$ cat src/rtl/counter_b4_monitor.sv
// Passive response checker for the 4-bit up/down/load counter; predicts each Q/load/rco from the previous command.
// Optional define B4_RCO_CHECK_EN adds the ripple-carry output to the mismatch condition.
module counter_b4_monitor #(
  parameter int WIDTH     = 4,
  parameter int ERR_CNT_W = 8
) (
  input  logic                 b4_clk,
  input  logic                 b4_reset_n,
  input  logic                 mon_reset,
  input  logic                 mon_enable,
  input  logic [1:0]           mon_mode,
  input  logic [WIDTH-1:0]     mon_D,
  input  logic [WIDTH-1:0]     mon_Q,
  input  logic                 mon_load,
  input  logic                 mon_rco,
  input  logic                 mon_clear,
  output logic                 chk_valid,
  output logic                 mismatch,
  output logic                 sticky_err,
  output logic [ERR_CNT_W-1:0] err_count,
  output logic [WIDTH-1:0]     first_err_exp,
  output logic [WIDTH-1:0]     first_err_got
);

  localparam logic [1:0] MODE_ADD3 = 2'b00;
  localparam logic [1:0] MODE_DEC  = 2'b01;
  localparam logic [1:0] MODE_INC  = 2'b10;
  localparam logic [1:0] MODE_LOAD = 2'b11;

  logic             vld_p0;
  logic             cmd_reset_p0;
  logic             cmd_enable_p0;
  logic [1:0]       cmd_mode_p0;
  logic [WIDTH-1:0] cmd_d_p0;
  logic [WIDTH-1:0] q_prev_p0;

  logic [WIDTH-1:0] exp_q;
  logic             exp_load;
  logic             exp_rco;
  logic             diff;
  logic             hit;

  function automatic logic [ERR_CNT_W-1:0] sat_inc(input logic [ERR_CNT_W-1:0] cnt);
    return (&cnt) ? cnt : cnt + ERR_CNT_W'(1);
  endfunction

  // Reference model of the counter, evaluated on the command captured at the previous edge
  always_comb begin
    exp_q    = '0;
    exp_load = 1'b0;
    exp_rco  = 1'b0;
    if (!cmd_reset_p0 && cmd_enable_p0) begin
      case (cmd_mode_p0)
        MODE_ADD3: begin
          exp_q   = q_prev_p0 + WIDTH'(3);
          exp_rco = (q_prev_p0 >= ({WIDTH{1'b1}} - WIDTH'(2)));
        end
        MODE_DEC: begin
          exp_q   = q_prev_p0 - WIDTH'(1);
          exp_rco = (q_prev_p0 == '0);
        end
        MODE_INC: begin
          exp_q   = q_prev_p0 + WIDTH'(1);
          exp_rco = (&q_prev_p0);
        end
        MODE_LOAD: begin
          exp_q    = cmd_d_p0;
          exp_load = 1'b1;
        end
        default: exp_q = '0;
      endcase
    end
  end

`ifdef B4_RCO_CHECK_EN
  assign diff = (mon_Q != exp_q) || (mon_load != exp_load) || (mon_rco != exp_rco);
`else
  logic unused_rco;
  assign unused_rco = mon_rco ^ exp_rco;
  assign diff = (mon_Q != exp_q) || (mon_load != exp_load);
`endif

  assign hit = vld_p0 && diff;

  // Stage p0: command/Q capture; stage p1: comparison results and error status
  always_ff @(posedge b4_clk or negedge b4_reset_n) begin
    if (!b4_reset_n) begin
      vld_p0        <= 1'b0;
      cmd_reset_p0  <= 1'b0;
      cmd_enable_p0 <= 1'b0;
      cmd_mode_p0   <= '0;
      cmd_d_p0      <= '0;
      q_prev_p0     <= '0;
      chk_valid     <= 1'b0;
      mismatch      <= 1'b0;
      sticky_err    <= 1'b0;
      err_count     <= '0;
      first_err_exp <= '0;
      first_err_got <= '0;
    end else begin
      vld_p0        <= 1'b1;
      cmd_reset_p0  <= mon_reset;
      cmd_enable_p0 <= mon_enable;
      cmd_mode_p0   <= mon_mode;
      cmd_d_p0      <= mon_D;
      q_prev_p0     <= mon_Q;
      chk_valid     <= vld_p0;
      mismatch      <= hit;
      if (mon_clear) begin
        // A mismatch on the clearing edge is recorded as the first error of the new window
        sticky_err    <= hit;
        err_count     <= hit ? ERR_CNT_W'(1) : '0;
        first_err_exp <= hit ? exp_q : '0;
        first_err_got <= hit ? mon_Q : '0;
      end else if (hit) begin
        sticky_err <= 1'b1;
        err_count  <= sat_inc(err_count);
        if (!sticky_err) begin
          first_err_exp <= exp_q;
          first_err_got <= mon_Q;
        end
      end
    end
  end

endmodule

$ cat config.mk
export PLATFORM = sky130hd
export DESIGN_NAME = counter_b4_monitor
export DESIGN_NICKNAME = d
export VERILOG_FILES = /design/src/rtl/counter_b4_monitor.sv
export SDC_FILE = /design/constraint.sdc
export NUM_CORES = 1
export LEC_CHECK = 0
export CAP_MARGIN = 20
export CORE_MARGIN = 2
export CORE_UTILIZATION = 54
export DETAILED_ROUTE_END_ITERATION = 10
export PLACE_DENSITY_LB_ADDON = 0.25
export SKIP_CTS_REPAIR_TIMING = 1
export SLEW_MARGIN = 20
export SYNTH_ARGS = -nofsm -noshare
export SYNTH_HDL_FRONTEND = slang
export SYNTH_SLANG_ARGS = --single-unit
$ cat constraint.sdc
create_clock -name b4_clk -period 6.8 [get_ports b4_clk]
set_clock_uncertainty 0.05 [all_clocks]
set_input_delay 1.02 -clock b4_clk [delete_from_list [all_inputs] [get_ports b4_clk]]
set_output_delay 1.02 -clock b4_clk [all_outputs]
set_load 0.03 [all_outputs]
==> summary.txt, run 1 <==
Run status - complete, no violations
Largest net degree at the start of global routing - 33
Cell area after synthesis - 1700 sq um
CTS clock-pin slew for the worst setup and hold paths - 0.09 ns
Initial Utilization - 56.1%
Reg2reg path depth - 8
Number of global-route vias before repair - 1408
Number of cells in the design after placement - 241
Clock tree from TritonCTS - yes
End of the worst hold path - first_err_exp[3]$_DFFE_PN0P_
Clock share of power - 27.3%
HPWL Detailed - 2750 um
Worst-Skew Late Latency - 0.33 ns
Synthesis-to-layout area growth - 25.6%
Final hold vios - 0
Startpoint of the worst hold path - first_err_exp[3]$_DFFE_PN0P_
Headroom to the max-slew limit - 65.1%
Launch point of the worst reg-to-reg path - cmd_mode_p0[0]$_DFF_PN0_
Net load switching power - 0.118 mW
Number of nets with antenna violations after detailed routing - 0
Met3 Usage GRT - 4.55%
GR met2 Demand/Resource - 39.9%
Grt ovf - 0
Post-Route Utilization - 70.5%
Hold-critical path depth - 2
Cell chain of the critical path - nand2b_1 -> fa_1 -> a21boi_0 -> o41ai_1 -> o2bb2ai_1 -> o22a_1 -> a211oi_2 -> o2bb2ai_1
Most frequent cells in the layout - 34 x sky130_fd_sc_hd__clkdlybuf4s50_1, 32 x sky130_fd_sc_hd__dfrtp_1, 18 x sky130_fd_sc_hd__nand2_1
Placer congestion estimate - 0.745
Combinational share of power - 21.1%
Vias per std cell - 5.77
Switching Share - 29.0%
Critical path type - register to register
Final standard cell count with taps included and fillers excluded - 249
Final worst path period share - 48.3%
Most heavily used metal layer in global routing - met2
Final wirelength - 3610 um
Sequential area share after synthesis - 47.2%
Post-Route Setup TNS - 0 ns
Setup violators final - 0
Number of nets at the end of the flow - 225
Chip width - 60.1 um
Detailed-routing iteration count for the pre-antenna-repair pass - 4
Timing-limited maximum frequency - 0.305 GHz
Reg2reg setup slack - 3.52 ns
Unrepaired setup endpoints after global routing - false
Number of DRC markers after the initial detailed-route iteration - 78
Post-synth cell types - 46
Worst EP arrival - 3.42 ns
Most common library cell in the layout ignoring fill and taps - sky130_fd_sc_hd__clkdlybuf4s50_1
Placement Rows - 20
Root buffer selected by CTS - sky130_fd_sc_hd__clkbuf_4
Number of max-slew violations in the final report - 0
Placeable core region - 3030 sq um
Crit-path leading delay family - compound AO/OA/AOI/OAI gates
Total of flip-flops plus latches after synthesis - 32
Buffer depth of the longest clock path - 2
Type of element launching the critical path - register
Most common cell type on the critical path - sky130_fd_sc_hd__o2bb2ai_1
Cell-internal power - 0.289 mW
# H-tree levels - 2
Slowest cell delay on critical path - 0.55 ns
Diodes inserted - 0
Syn Inst Count - 168
Share of flip-flops with an asynchronous set or reset after synthesis - 100%
Synth warnings - 0
Mapped Nets - 189
Antenna violations before repair - 0
Endpoint of the lowest-slack register-to-register path - first_err_exp[2]$_DFFE_PN0P_
Critical Path Slowest Stage Cell - sky130_fd_sc_hd__dfrtp_1
Worst vdd ir - 0.108 mV
Average routed wire per standard cell - 14.5 um
Clock sink count - 32
Fraction of layout cells with a size suffix above 1 - 8.29%
Global-route total usage across every layer - 23.5%
First-pass GRT wire length - 6180 um
Met1 Resource Use GR - 28.9%
Crit path buffers/inverters - 0
Slew of the pin with the lowest slew margin - 0.511 ns
DR vias - 1437
Worst endpoint required time - 6.94 ns
Full die area - 3610 sq um
Static Leakage - 0.908 nW
DRC violations left - 0
Inserted Clock Buffers - 5
Maximum fanout along the worst path - 18
Count of input and output buffers - 34
Min Clock Period, post-route - 3.28 ns
Die height - 60.1 um
Average cell area after synthesis - 10.1 sq um
Power per cell area - 191 nW/um^2
Worst hold slack - 0.491 ns
I/O pin count - 36
Critical Path End Type - register
Count of flip-flops with a built-in enable after synthesis - 0
Kind of path behind the tightest hold check - register to register
Sequential fraction of design power - 51.6%
Most common flop cell mapped by yosys - sky130_fd_sc_hd__dfrtp_1
Max Cap Viol - 0
[stage by stage]
stage               instance area [sq um]  power, mW  worst slack [ns]
finish                               2130      0.407              3.52
global route                         2130      0.430              3.27
floorplan                            1700      0.263              3.91
CTS                                  2130      0.411              3.55
global placement                     2070      0.295              3.62
detailed placement                   2070      0.300              3.51
[state kept, by name (all words and copies together), names as in the netlist]
signal / flops
sticky_err: 1
cmd_mode_p0: 2
cmd_reset_p0: 1
err_count: 8
first_err_exp: 4
mismatch: 1
vld_p0: 1
chk_valid: 1
cmd_d_p0: 4
cmd_enable_p0: 1
first_err_got: 4
q_prev_p0: 4
[synth_stat cells, types with 2 or more instances]
master,n,area (sq um)
sky130_fd_sc_hd__a211o_1,2,17.5
sky130_fd_sc_hd__dfrtp_1,32,801
sky130_fd_sc_hd__a21oi_1,12,60.1
sky130_fd_sc_hd__nor2b_1,8,50.1
sky130_fd_sc_hd__nor3b_1,2,15.0
sky130_fd_sc_hd__nand3_1,4,20.0
sky130_fd_sc_hd__inv_1,5,18.8
sky130_fd_sc_hd__o211ai_1,2,15.0
sky130_fd_sc_hd__ha_1,3,37.5
sky130_fd_sc_hd__clkbuf_1,3,11.3
sky130_fd_sc_hd__nand2_1,18,67.6
sky130_fd_sc_hd__and2_1,3,18.8
sky130_fd_sc_hd__nor3_1,3,15.0
sky130_fd_sc_hd__nand2b_1,4,25.0
sky130_fd_sc_hd__nand4_1,4,25.0
sky130_fd_sc_hd__or3_1,2,12.5
sky130_fd_sc_hd__buf_2,3,15.0
sky130_fd_sc_hd__nor2_1,10,37.5
sky130_fd_sc_hd__mux2_2,6,67.6
sky130_fd_sc_hd__o2bb2ai_1,9,78.8
sky130_fd_sc_hd__o21ai_0,2,10.0
sky130_fd_sc_hd__a211oi_2,2,25.0
sky130_fd_sc_hd__and3_1,6,37.5
[final cells by class]
cell class	count	area, sq um
Timing Repair Buffer	35	348
Tap cell	44	55.1
Fill cell	241	895
Multi-Input combinational cell	125	852
Inverter	5	18.8
Clock buffer	8	58.8
Sequential cell	32	801
[worst max-delay path by stage]
stage	cells past startpoint	startpoint	endpoint	slack, ns
3_5_place_dp	6	mon_Q[3]	first_err_exp[2]$_DFFE_PN0P_	3.51
3_3_place_gp	6	mon_Q[1]	err_count[0]$_DFFE_PN0P_	3.62
4_1_cts	8	cmd_mode_p0[0]$_DFF_PN0_	first_err_exp[2]$_DFFE_PN0P_	3.55
6_report	8	cmd_mode_p0[0]$_DFF_PN0_	first_err_exp[2]$_DFFE_PN0P_	3.52
5_1_grt	8	cmd_mode_p0[0]$_DFF_PN0_	first_err_exp[2]$_DFFE_PN0P_	3.27
2_1_floorplan	11	cmd_mode_p0[0]$_DFF_PN0_	first_err_exp[2]$_DFFE_PN0P_	3.91
[power groups by stage]
stage | Combinational [mW] | Clock (mW) | Sequential, mW
after global routing | 0.0942 | 0.123 | 0.212
final | 0.0858 | 0.111 | 0.210
after CTS | 0.0862 | 0.115 | 0.210
after global placement | 0.0825 | 0 | 0.213
after floorplan | 0.0389 | 0 | 0.224
after detailed placement | 0.0861 | 0 | 0.214
[worst min-delay path: cells and delay by family (launching register included)]
kind               cells  cell delay (ns)
DFF                    1             0.38
and+or+nand+nor        1             0.06
AOI/OAI and AO/OA      1             0.06
[logic make-up after synthesis]
| logic type | share of synthesized area, % |
|---|---|
| simple gates | 20.4 |
| buf+inv | 2.65 |
| mux | 4.57 |
| xor+xnor | 0.516 |
| compound gates | 21.1 |
| other cells | 0.221 |
| fa+ha+maj | 3.39 |
| flops | 47.2 |
[layer usage]
layer  share of wire (%)  wire [um]  vias to the layer above
met5                   0          0                        -
met4                 1.6         56                        0
met3                 5.1        184                        8
met2                  50       1810                       48
met1                  43       1560                      693
li1                    -          -                      688
Power figures use the tool's default switching activity.
==> run 2: changes to the inputs <==
CORE_UTILIZATION = 50   (was 54)
clock period = 3.2 ns   (was 6.8 ns; I/O delays follow)
==> run 2 against run 1 <==
Utilization is 5.9 points lower. Flip-flop and latch count did not move. Wire length decreased by 2.7%. Cell area grew 0.18%. Maximum frequency up 13%. Worst hold slack lost 0.011 ns. Global-route usage down 3.1 points. Sequential share of layout area is 0.066 points lower.
==> summary.txt, run 2 (synthesized netlist as in run 1, its figures left out) <==
Run status - complete, no violations
Number of max-slew violations in the final report - 0
DRC violations left - 0
Type of element launching the critical path - register
Critical path type - register to register
Kind of path behind the tightest hold check - input pin to asynchronous set/reset pin
Worst-Skew Late Latency - 0.33 ns
Max Cap Viol - 0
Combinational share of power - 23.0%
CTS clock-pin slew for the worst setup and hold paths - 0.09 ns
Chip width - 62.3 um
Fillcell total - 285
Clock tree from TritonCTS - yes
Die height - 62.3 um
Worst hold slack - 0.480 ns
Flip-flop count of the largest register, all copies and words added - 8
Unrepaired setup endpoints after global routing - false
Worst EP arrival - 3.09 ns
Met2 wire length - 1700 um
Final hold vios - 0
Detailed-routing iteration count for the pre-antenna-repair pass - 4
Slew of the pin with the lowest slew margin - 0.509 ns
Worst vdd ir - 0.293 mV
Net load switching power - 0.240 mW
Timing-limited maximum frequency - 0.343 GHz
Grt ovf - 0
Diodes inserted - 0
Min Clock Period, post-route - 2.92 ns
Average routed wire per standard cell - 14.0 um
WL met1 - 1520 um
Cell-internal power - 0.581 mW
First-pass GRT wire length - 6280 um
Antenna violations before repair - 0
Number of DRC markers after the initial detailed-route iteration - 89
DR vias - 1462
Buffer depth of the longest clock path - 2
Global-route total usage across every layer - 20.4%
Synthesis-to-layout area growth - 25.9%
Critical Path End Type - register
Final worst path period share - 91.1%
HPWL Detailed - 2630 um
Number of nets with antenna violations after detailed routing - 0
Setup violators final - 0
Clock sink count - 32
Placeable core region - 3310 sq um
Start point of the critical path - cmd_mode_p0[0]$_DFF_PN0_
Inserted Clock Buffers - 5
Maximum fanout along the worst path - 10
Full die area - 3880 sq um
Placer congestion estimate - 0.780
Reg2reg path depth - 8
Top layer in use - met4
Most common library cell in the layout ignoring fill and taps - sky130_fd_sc_hd__clkdlybuf4s50_1
Count of input and output buffers - 34
Sequential fraction of design power - 53.9%
Initial Utilization - 51.3%
Overall power of the completed layout - 0.821 mW
Number of global-route vias before repair - 1417
Post-Route Setup TNS - 0 ns
Clock share of power - 23.1%
Power per cell area - 384 nW/um^2
Fraction of layout cells with a size suffix above 1 - 9.27%
Final wirelength - 3510 um
Switching Share - 29.2%
Worst endpoint required time - 3.37 ns
Reg2reg setup slack - 0.28 ns
Vias per std cell - 5.82
I/O pin count - 36
Launch point of the worst reg-to-reg path - cmd_mode_p0[0]$_DFF_PN0_
Biggest register - err_count
Placement Rows - 21
Number of nets at the end of the flow - 228
Headroom to the max-slew limit - 65.8%
# H-tree levels - 2
Met3 wire length - 201 um
Endpoint of the lowest-slack register-to-register path - err_count[0]$_DFFE_PN0P_
Static Leakage - 0.913 nW
Root buffer selected by CTS - sky130_fd_sc_hd__clkbuf_4
Largest net degree at the start of global routing - 33
Most frequent cells in the layout - 34 x sky130_fd_sc_hd__clkdlybuf4s50_1, 32 x sky130_fd_sc_hd__dfrtp_1, 18 x sky130_fd_sc_hd__nand2_1
-- run 2: changes by cell type in the layout (fill, tap and decap cells not counted) --
cell	previous run	this run
sky130_fd_sc_hd__buf_4	1	4
sky130_fd_sc_hd__clkbuf_1	2	0
sky130_fd_sc_hd__clkbuf_8	1	0
-- run 2: final cells by class --
type | instances | area (sq um) | share of cell area (%)
clock buffer | 5 | 37.5 | 1.76
multi-input combinational | 125 | 852 | 39.9
timing repair buffer | 38 | 370 | 17.3
tap | 46 | 57.6 | 2.69
inverter | 5 | 18.8 | 0.878
sequential | 32 | 801 | 37.5
-- run 2: worst max path at each step --
stage | to | depth (start not counted)
2_1_floorplan | first_err_exp[2]$_DFFE_PN0P_ | 11
3_3_place_gp | err_count[4]$_DFFE_PN0P_ | 8
3_5_place_dp | err_count[0]$_DFFE_PN0P_ | 8
4_1_cts | err_count[0]$_DFFE_PN0P_ | 8
5_1_grt | err_count[0]$_DFFE_PN0P_ | 8
6_report | err_count[0]$_DFFE_PN0P_ | 8
-- run 2: layer usage --
metal  global-route usage, %  up-vias
met4                    7.50        0
li1                        -      697
met1                    25.1      702
met3                    6.16       11
met2                    34.1       52
met5                       0        -
-- run 2: power by group through the flow --
stage          clock network (mW)  registers (mW)  logic, mW
2_1_floorplan                   0           0.475     0.0827
3_3_place_gp                    0           0.449      0.182
3_5_place_dp                    0           0.450      0.189
4_1_cts                     0.200           0.442      0.190
5_1_grt                     0.221           0.446      0.208
6_report                    0.190           0.442      0.189
-- run 2: worst max-delay path: stages, from the launching register on --
cell and delay [ns]:
sky130_fd_sc_hd__dfrtp_1 0.39, sky130_fd_sc_hd__nand2b_1 0.18, sky130_fd_sc_hd__fa_1 0.48, sky130_fd_sc_hd__a21boi_0 0.40
sky130_fd_sc_hd__o211ai_1 0.15, sky130_fd_sc_hd__o2bb2ai_1 0.25, sky130_fd_sc_hd__o22a_1 0.42, sky130_fd_sc_hd__a221oi_1 0.15
sky130_fd_sc_hd__a311o_1 0.34
-- run 2: per-stage QoR --
step	util, %	setup slack (ns)	cell area, sq um	cells
2_1_floorplan	-	0.308	1700	168
3_3_place_gp	63.4	0.454	2100	246
3_5_place_dp	63.4	0.335	2100	246
4_1_cts	64.6	0.333	2140	251
5_1_grt	64.6	0.0636	2140	251
6_report	64.6	0.284	2140	251
==> run 3: changes to the inputs <==
CORE_MARGIN = 3   (was 2)
==> run 3 against run 2 <==
First-iteration DRC count is 48% higher. Cell area decreased by 0.12%. Register-to-register slack worse by 0.06 ns. Worst setup slack got worse by 0.060 ns. Clock power about the same. Non-clock buffer count did not move.
==> summary.txt, run 3 (synthesized netlist as in run 1, its figures left out) <==
Clock sink count - 32
Final worst slack - 0.224 ns
Launch point of the worst reg-to-reg path - cmd_mode_p0[0]$_DFF_PN0_
Initial Utilization - 53.8%
Power per cell area - 385 nW/um^2
Switching Share - 29.3%
Vias per std cell - 5.78
Worst endpoint required time - 3.37 ns
Maximum fanout along the worst path - 10
Final wirelength - 3530 um
Critical Path Slowest Stage Cell - sky130_fd_sc_hd__fa_1
Setup violators final - 0
Number of DRC markers after the initial detailed-route iteration - 132
Antenna violations before repair - 0
Number of max-slew violations in the final report - 0
Slew of the pin with the lowest slew margin - 0.519 ns
Placeable core region - 3150 sq um
Max Cap Viol - 0
Most frequent cells in the layout - 34 x sky130_fd_sc_hd__clkdlybuf4s50_1, 32 x sky130_fd_sc_hd__dfrtp_1, 18 x sky130_fd_sc_hd__nand2_1
Cell-internal power - 0.581 mW
Die height - 64.3 um
Type of element launching the critical path - register
Cell chain of the critical path - nand2b_1 -> fa_1 -> a21boi_0 -> o21ai_0 -> a21oi_1 -> o22a_1 -> a221oi_1 -> a311o_1
Combinational share of power - 22.8%
Placer congestion estimate - 0.844
Worst EP arrival - 3.14 ns
Count of input and output buffers - 34
Sequential fraction of design power - 53.9%
Chip width - 64.3 um
Post-Route Setup TNS - 0 ns
Biggest register - err_count
Placement Rows - 20
Critical Path End Type - register
Worst-Skew Late Latency - 0.33 ns
First-pass GRT wire length - 6010 um
Largest net degree at the start of global routing - 33
Min Clock Period, post-route - 2.98 ns
# H-tree levels - 2
Net load switching power - 0.241 mW
Number of nets with antenna violations after detailed routing - 0
Average routed wire per standard cell - 14.2 um
Clock tree from TritonCTS - yes
Timing-limited maximum frequency - 0.336 GHz
Root buffer selected by CTS - sky130_fd_sc_hd__clkbuf_4
Flip-flop count of the largest register, all copies and words added - 8
Final worst path period share - 93.0%
Global-route total usage across every layer - 18.7%
Synthesis-to-layout area growth - 25.7%
Fraction of layout cells with a size suffix above 1 - 9.27%
Worst vdd ir - 0.226 mV
Static Leakage - 0.913 nW
Kind of path behind the tightest hold check - input pin to asynchronous set/reset pin
HPWL Detailed - 2680 um
Slowest cell delay on critical path - 0.48 ns
Number of nets at the end of the flow - 228
Full die area - 4130 sq um
CTS clock-pin slew for the worst setup and hold paths - 0.09 ns
I/O pin count - 36
Headroom to the max-slew limit - 65.2%
Critical path type - register to register
Start point of the critical path - cmd_mode_p0[0]$_DFF_PN0_
Most common library cell in the layout ignoring fill and taps - sky130_fd_sc_hd__clkdlybuf4s50_1
Run status - complete, no violations
Detailed-routing iteration count for the pre-antenna-repair pass - 4
Unrepaired setup endpoints after global routing - false
Inserted Clock Buffers - 5
Final hold vios - 0
Number of global-route vias before repair - 1330
Pre-CTS setup slack - 0.233 ns
DRC violations left - 0
DR vias - 1439
Buffer depth of the longest clock path - 2
Grt ovf - 0
Diodes inserted - 0
Clock share of power - 23.3%
run 3: cell counts in the layout (fill, tap and decap cells not counted):
No cell type changed its count.
run 3: final cells by class:
class | instances | area, sq um
clock buffer | 5 | 37.5
fill | 266 | 1020
sequential | 32 | 801
inverter | 5 | 18.8
timing repair buffer | 38 | 370
multi-input combinational | 125 | 852
tap | 44 | 55.1
run 3: metal layers:
metal	track usage, %	vias to the layer above	routed length [um]
met3	4.92	4	236
met5	0	-	0
met2	31.7	52	1690
li1	-	694	-
met4	7.12	0	57
met1	22.7	689	1550
run 3: power groups by stage:
| stage | Clock, mW | Sequential (mW) | Combinational (mW) |
|---|---|---|---|
| 5_1_grt | 0.226 | 0.447 | 0.203 |
| 3_3_place_gp | 0 | 0.450 | 0.182 |
| 3_5_place_dp | 0 | 0.451 | 0.188 |
| 2_1_floorplan | 0 | 0.475 | 0.0827 |
| 4_1_cts | 0.200 | 0.443 | 0.188 |
| 6_report | 0.192 | 0.443 | 0.187 |
run 3: per-stage QoR:
step | total power, mW | std cells | utilization [%] | hold slack (ns) | instance area [sq um]
floorplan | 0.558 | 168 | - | 0.134 | 1700
global placement | 0.631 | 244 | 66.5 | 0.468 | 2100
detailed placement | 0.639 | 244 | 66.5 | 0.482 | 2100
CTS | 0.831 | 249 | 67.7 | 0.491 | 2130
global route | 0.876 | 249 | 67.7 | 0.507 | 2130
finish | 0.822 | 249 | 67.7 | 0.484 | 2130
run 3: critical path, delay by kind of cell (launching register included):
| family | cells | cell delay, ns |
|---|---|---|
| fa+ha+maj | 1 | 0.48 |
| flops | 1 | 0.47 |
| simple gates | 1 | 0.21 |
| compound gates | 6 | 1.66 |
run 3: worst paths after layout:
kind,to,slack (ns),cells past startpoint
max,err_count[0]$_DFFE_PN0P_,0.22,8
min,first_err_exp[0]$_DFFE_PN0P_,0.48,2
max reg2reg,err_count[0]$_DFFE_PN0P_,0.22,8
min reg2reg,first_err_got[3]$_DFFE_PN0P_,0.49,2
max in group asynchronous,q_prev_p0[3]$_DFF_PN0_,2.32,2
min in group b4_clk,first_err_got[3]$_DFFE_PN0P_,0.49,2
